### src/rtl/pc_pkg.sv
// pc_pkg: opcodes, branch conditions, flag indices and FSM states shared by next_ip_unit
package pc_pkg;
  localparam logic [4:0] OP_HALT = 5'b00001;
  localparam logic [4:0] OP_JMP  = 5'b01100;
  localparam logic [4:0] OP_BR   = 5'b01101;
  localparam logic [4:0] OP_CALL = 5'b01110;
  localparam logic [4:0] OP_RET  = 5'b01111;
  localparam logic [2:0] CC_AL = 3'b000;
  localparam logic [2:0] CC_Z  = 3'b001;
  localparam logic [2:0] CC_NZ = 3'b010;
  localparam logic [2:0] CC_N  = 3'b011;
  localparam logic [2:0] CC_NN = 3'b100;
  localparam logic [2:0] CC_C  = 3'b101;
  localparam logic [2:0] CC_NC = 3'b110;
  localparam logic [2:0] CC_V  = 3'b111;
  localparam int FLG_N = 3;
  localparam int FLG_Z = 2;
  localparam int FLG_C = 1;
  localparam int FLG_V = 0;
  typedef enum logic {ST_RUN = 1'b0, ST_HALT = 1'b1} state_e;
  function automatic logic cond_ok(input logic [2:0] cc, input logic [3:0] f);
    return cc == CC_AL ? 1'b1 :
           cc == CC_Z  ? f[FLG_Z] :
           cc == CC_NZ ? !f[FLG_Z] :
           cc == CC_N  ? f[FLG_N] :
           cc == CC_NN ? !f[FLG_N] :
           cc == CC_C  ? f[FLG_C] :
           cc == CC_NC ? !f[FLG_C] : f[FLG_V];
  endfunction
endpackage

### src/rtl/ras_stack.sv
// ras_stack: circular return-address LIFO; a push when full overwrites the oldest entry
module ras_stack #(
  parameter int DEPTH = 8,
  parameter int DW = $clog2(DEPTH) + 1
) (
  input  logic          clk,
  input  logic          rst_n,
  input  logic          push_i,
  input  logic          pop_i,
  input  logic [15:0]   din_i,
  output logic [15:0]   top_o,
  output logic [DW-1:0] depth_o,
  output logic          full_o,
  output logic          empty_o
);
  localparam int AW = $clog2(DEPTH);
  logic [15:0]   mem [DEPTH];
  logic [AW-1:0] sp_q, sp_d, top_idx;
  logic [DW-1:0] depth_q, depth_d;
  assign top_idx = sp_q - 1'b1;
  assign top_o   = mem[top_idx];
  assign full_o  = depth_q == DW'(DEPTH);
  assign empty_o = depth_q == '0;
  assign depth_o = depth_q;
  assign sp_d    = push_i ? sp_q + 1'b1 : pop_i ? sp_q - 1'b1 : sp_q;
  assign depth_d = push_i ? (full_o ? depth_q : depth_q + 1'b1) : pop_i ? depth_q - 1'b1 : depth_q;
  always_ff @(posedge clk or negedge rst_n)
    if (!rst_n) begin
      sp_q    <= '0;
      depth_q <= '0;
    end else begin
      sp_q    <= sp_d;
      depth_q <= depth_d;
    end
  always_ff @(posedge clk)
    if (push_i) mem[sp_q] <= din_i;
endmodule

### src/rtl/next_ip_unit.sv
// next_ip_unit: next-fetch-address select with return stack and RUN/HALT FSM; PC_TRAP_EN traps RAS over/underflow
module next_ip_unit
  import pc_pkg::*;
#(
  parameter int          RAS_DEPTH = 8,
  parameter logic [15:0] TRAP_VEC  = 16'h0002
) (
  input  logic                       clk,
  input  logic                       rst_n,
  input  logic [15:0]                ip,
  input  logic [15:0]                inst,
  input  logic [3:0]                 flags,
  input  logic                       stall,
  input  logic                       resume,
  output logic [15:0]                next_ip,
  output logic                       halted,
  output logic [$clog2(RAS_DEPTH):0] ras_depth,
  output logic                       ras_ovf,
  output logic                       ras_unf
);
`ifdef PC_TRAP_EN
  localparam logic TRAP_EN = 1'b1;
`else
  localparam logic TRAP_EN = 1'b0;
`endif
  state_e      state_q, state_d;
  logic        ovf_q, ovf_d, unf_q, unf_d;
  logic [4:0]  op;
  logic [15:0] seq, jtgt, btgt, top, run_sel;
  logic        run, is_call, is_ret, full, empty, push, pop;
  assign op      = inst[15:11];
  assign seq     = ip + 16'd1;
  assign jtgt    = {ip[15:11], inst[10:0]};
  assign btgt    = seq + {{8{inst[7]}}, inst[7:0]};
  assign run     = state_q == ST_RUN && !stall;
  assign is_call = run && op == OP_CALL;
  assign is_ret  = run && op == OP_RET;
  assign push    = is_call && !(TRAP_EN && full);
  assign pop     = is_ret && !empty;
  assign run_sel = op == OP_HALT ? ip :
                   op == OP_JMP  ? jtgt :
                   op == OP_BR   ? (cond_ok(inst[10:8], flags) ? btgt : seq) :
                   op == OP_CALL ? (TRAP_EN && full ? TRAP_VEC : jtgt) :
                   op == OP_RET  ? (empty ? (TRAP_EN ? TRAP_VEC : seq) : top) : seq;
  assign next_ip = stall ? ip : state_q == ST_HALT ? (resume ? seq : ip) : run_sel;
  assign state_d = stall ? state_q :
                   state_q == ST_HALT ? (resume ? ST_RUN : ST_HALT) :
                   op == OP_HALT ? ST_HALT : ST_RUN;
  assign ovf_d   = ovf_q || (is_call && full);
  assign unf_d   = unf_q || (is_ret && empty);
  assign halted  = state_q == ST_HALT;
  assign ras_ovf = ovf_q;
  assign ras_unf = unf_q;
  always_ff @(posedge clk or negedge rst_n)
    if (!rst_n) begin
      state_q <= ST_RUN;
      ovf_q   <= 1'b0;
      unf_q   <= 1'b0;
    end else begin
      state_q <= state_d;
      ovf_q   <= ovf_d;
      unf_q   <= unf_d;
    end
  ras_stack #(.DEPTH(RAS_DEPTH), .DW($clog2(RAS_DEPTH) + 1)) u_ras (
    .clk(clk), .rst_n(rst_n), .push_i(push), .pop_i(pop), .din_i(seq),
    .top_o(top), .depth_o(ras_depth), .full_o(full), .empty_o(empty)
  );
endmodule
### config.mk
export PLATFORM = sky130hd
export DESIGN_NAME = next_ip_unit
export DESIGN_NICKNAME = d
export VERILOG_FILES = /design/src/rtl/pc_pkg.sv /design/src/rtl/ras_stack.sv /design/src/rtl/next_ip_unit.sv
export SDC_FILE = /design/constraint.sdc
export NUM_CORES = 1
export LEC_CHECK = 0
export BUFFER_PORTS_ARGS = -buffer_cell sky130_fd_sc_hd__buf_4
export CAP_MARGIN = 20
export CORE_MARGIN = 2
export CORE_UTILIZATION = 60
export CTS_BUF_LIST = sky130_fd_sc_hd__clkbuf_4 sky130_fd_sc_hd__clkbuf_8 sky130_fd_sc_hd__clkbuf_16
export DETAILED_ROUTE_END_ITERATION = 12
export MAX_ROUTING_LAYER = met4
export PLACE_DENSITY = 0.9
export SLEW_MARGIN = 10
export SYNTH_ARGS = -nofsm -noshare
export SYNTH_HDL_FRONTEND = slang
export SYNTH_SLANG_ARGS = --single-unit
### constraint.sdc
create_clock -name clk -period 5.6 [get_ports clk]
set_input_delay 0.84 -clock clk [delete_from_list [all_inputs] [get_ports clk]]
set_output_delay 0.84 -clock clk [all_outputs]
set_load 0.005 [all_outputs]
==> results_dict.tcl <==
set metrics [dict create \
    outcome "finished, final reports clean" \
    cp.arrival_ns 4.30 \
    slew_violations 0 \
    num-fill-cells 815 \
    cts_buffers 17 \
    max_stage_delay_ns 0.84 \
    finalCritPeriodShare_pct 91.9 \
    rsz0062_at_grt "no" \
    syn_nets 690 \
    slowest_stage "xnor2_1" \
    viasPerCell 7.25 \
    crit_fanout 10 \
    design_area_mm2 0.00908 \
    r2r_slack_ns 2.42 \
    drcViolationCount 0 \
    crit_type "in -> out" \
    yosysTopAreaCellShare_pct 49.2 \
    cts_tree "yes" \
    fp-row-count 41 \
    post_cts_resized 0 \
    syn_inst 624 \
    cts.sinks 138 \
    seq_area_mm2 0.00410 \
    layout-drive-gt1-share_pct 23.8 \
    yosys-top-cells-count "edfxtp_1, nand2_1, nor2_1" \
    grt_max_degree 27 \
    routabilityCongestion 0.940 \
    cts.htree.levels 4 \
    drt_iter0_drc 1201 \
    fmax_mhz 194 \
    first_pass_iters 8 \
    clockRootBuffer "clkbuf_16" \
    ys_seq_elements 138 \
    multi_input_area_mm2 0.00351 \
    fin_skew_ns 0.00822 \
    nets 760 \
    relSlewSlack_pct 24.7 \
    endpoint_kind "output port" \
    gr-total-overflow 0 \
    yosysMostFrequentCell "edfxtp_1" \
    finalHoldViolations 0 \
    die_w_um 118 \
    power_density_mw_per_mm2 386 \
    dpl_cell_area_mm2 0.00853 \
    wl_per_cell_um 29.8 \
    clk_latency_ns 0.42 \
    startpoint_type "primary input" \
    final_cells 878 \
    synthDistinctLibCells 74 \
    final_util_pct 71.7 \
    hpwl_mm 16.9 \
    num_io_pins 63 \
    track_usage_pct 39.8 \
    crit_chain "buf_4, ha_1, nand3_1, nor3_1, xnor2_1, ha_1, a21o_1, a211oi_1, a21oi_1, o221ai_1, nor4_1, nand4b_1, buf_4" \
    synth_area_leaders "edfxtp_1, mux4_2, ha_1" \
    cts_setup_buffers 0 \
    numPortBuffers 62 \
    cp.required_ns 4.76 \
    first_global_vias 6296 \
    core_mm2 0.0127 \
    dr_total_vias 6362 \
    hp-class "in -> async" \
    maxCapViolations 0 \
    antenna_found_initial 0 \
    ant_nets 0 \
    die_area_mm2 0.0140 \
    synth-async-reset-ratio_pct 7.25 \
    ys.flop_type "edfxtp_1" \
    synth_edf_count 128 \
    area_growth_pct 16.2 \
    grt_pass1_wl_mm 39.3 \
    start_util_pct 61.7 \
    synth_top_area_cell "edfxtp_1" \
    wirelength_mm 26.2 \
    yosysSeqAreaShare_pct 52.4 \
    diodes 0 \
    layout_min_cycle_time_ns 5.14 \
    tightest_slew_ns 1.12 \
    avgSynthCellArea_um2 12.5 \
    setup_tns_ns 0 \
    cts_hold_buf 0 \
    total_leakage_power_nw 3.33 \
    clk_pin_slew_worst_paths_ns 0.06 \
    ir_drop_mv 0.286 \
    clk_path_buf_depth 2 \
    placed_cells 847 \
    fp.dieH_um 118 \
    finalSetupViolations 0 \
    p_total_mw 3.50 \
    ys.warnings.count 0 \
    syn_area_mm2 0.00782 \
]
-- layout by cell type, fill, tap and decap left out, types with 3 or more instances in the layout --
cell type  instances
a211oi_1           7
a21o_1             9
a21oi_1           22
a221oi_1           7
a22oi_1            8
a31oi_1            6
and3_1             6
buf_4             85
clkbuf_16         17
clkbuf_4           3
clkinv_1           5
dfrtp_1            9
edfxtp_1         128
ha_1              24
inv_1             19
mux2_2             5
mux2i_1           13
mux4_2            32
nand2_1           55
nand2b_1           5
nand3_1           11
nand4_1            3
nor2_1            34
nor2b_1            4
nor3_1            15
nor3_2             7
nor4_1             3
o211ai_1           8
o21ai_0           25
o21ai_1            8
o221ai_1           8
o22ai_1           13
or3_1              6
or4_1              3
xnor2_1           24
xor2_1            10
-- per-layer routing --
metal | vias to the layer above | track usage (%) | part of all wire, %
li1 | 2610 | - | -
met2 | 571 | 58.2 | 46
met1 | 3052 | 49.6 | 36
met3 | 129 | 12.5 | 12
met4 | 0 | 21.8 | 5.7
met5 | - | - | 0
-- sequential cells by signal (all words and copies together) (netlist names) --
name           cells
halted             1
ras_ovf            1
ras_unf            1
u_ras.depth_o      4
u_ras.mem        128
u_ras.sp_q         3
-- worst paths after layout --
| check | to | cells past startpoint | startpoint |
|---|---|---|---|
| setup reg to reg | u_ras.depth_o[3]$_DFFE_PN0P_ | 8 | halted$_DFFE_PN0N_ |
| max in group asynchronous | u_ras.sp_q[0]$_DFFE_PN0P_ | 1 | rst_n |
| setup / recovery | next_ip[15] | 13 | ip[0] |
| hold / removal | halted$_DFFE_PN0N_ | 1 | rst_n |
| hold reg to reg | ras_ovf$_DFF_PN0_ | 1 | ras_ovf$_DFF_PN0_ |
| min in group clk | ras_ovf$_DFF_PN0_ | 1 | ras_ovf$_DFF_PN0_ |
-- power breakdown --
| part | leakage [nW] | total, mW | internal [mW] | switching [mW] |
|---|---|---|---|---|
| clock | 0.271 | 1.06 | 0.657 | 0.404 |
| combinational | 1.78 | 1.20 | 0.531 | 0.673 |
| sequential | 1.28 | 1.24 | 1.16 | 0.0765 |
| total | 3.33 | 3.50 | 2.35 | 1.15 |
-- through the flow --
step           setup slack, ns  hold slack, ns
2_1_floorplan             1.21           0.466
3_3_place_gp             0.610           0.461
3_5_place_dp             0.577           0.481
4_1_cts                  0.531           0.237
5_1_grt                  0.248           0.240
6_report                 0.456           0.240
-- area by class of cell --
class                      count  area share, %
inverter                      19          0.785
multi-input combinational    433           38.7
timing repair buffer          85           7.02
clock buffer                  20           4.93
tap                          172           2.37
clock inverter                11           1.16
sequential                   138           45.1
-- cells by family (layout without fill, tap and decap cells) --
| kind of cell | Yosys count | count (layout) | share of synthesized area (%) |
|---|---|---|---|
| simple gates | 164 | 164 | 10.3 |
| compound gates | 157 | 157 | 14.1 |
| flops | 138 | 138 | 52.4 |
| buf+inv | 53 | 135 | 3.14 |
| mux | 52 | 52 | 11.9 |
| xor+xnor | 34 | 34 | 3.81 |
| fa+ha+maj | 26 | 26 | 4.35 |
-- critical path, delay by kind of cell --
family | cells | cell delay (ns)
AND/OR/NAND/NOR | 4 | 0.74
adder cells (fa/ha/maj) | 2 | 0.70
AO/OA/AOI/OAI | 4 | 0.90
buffers and inverters | 2 | 0.28
XOR/XNOR | 1 | 0.84
No activity file was read; power rests on OpenSTA's default activity.
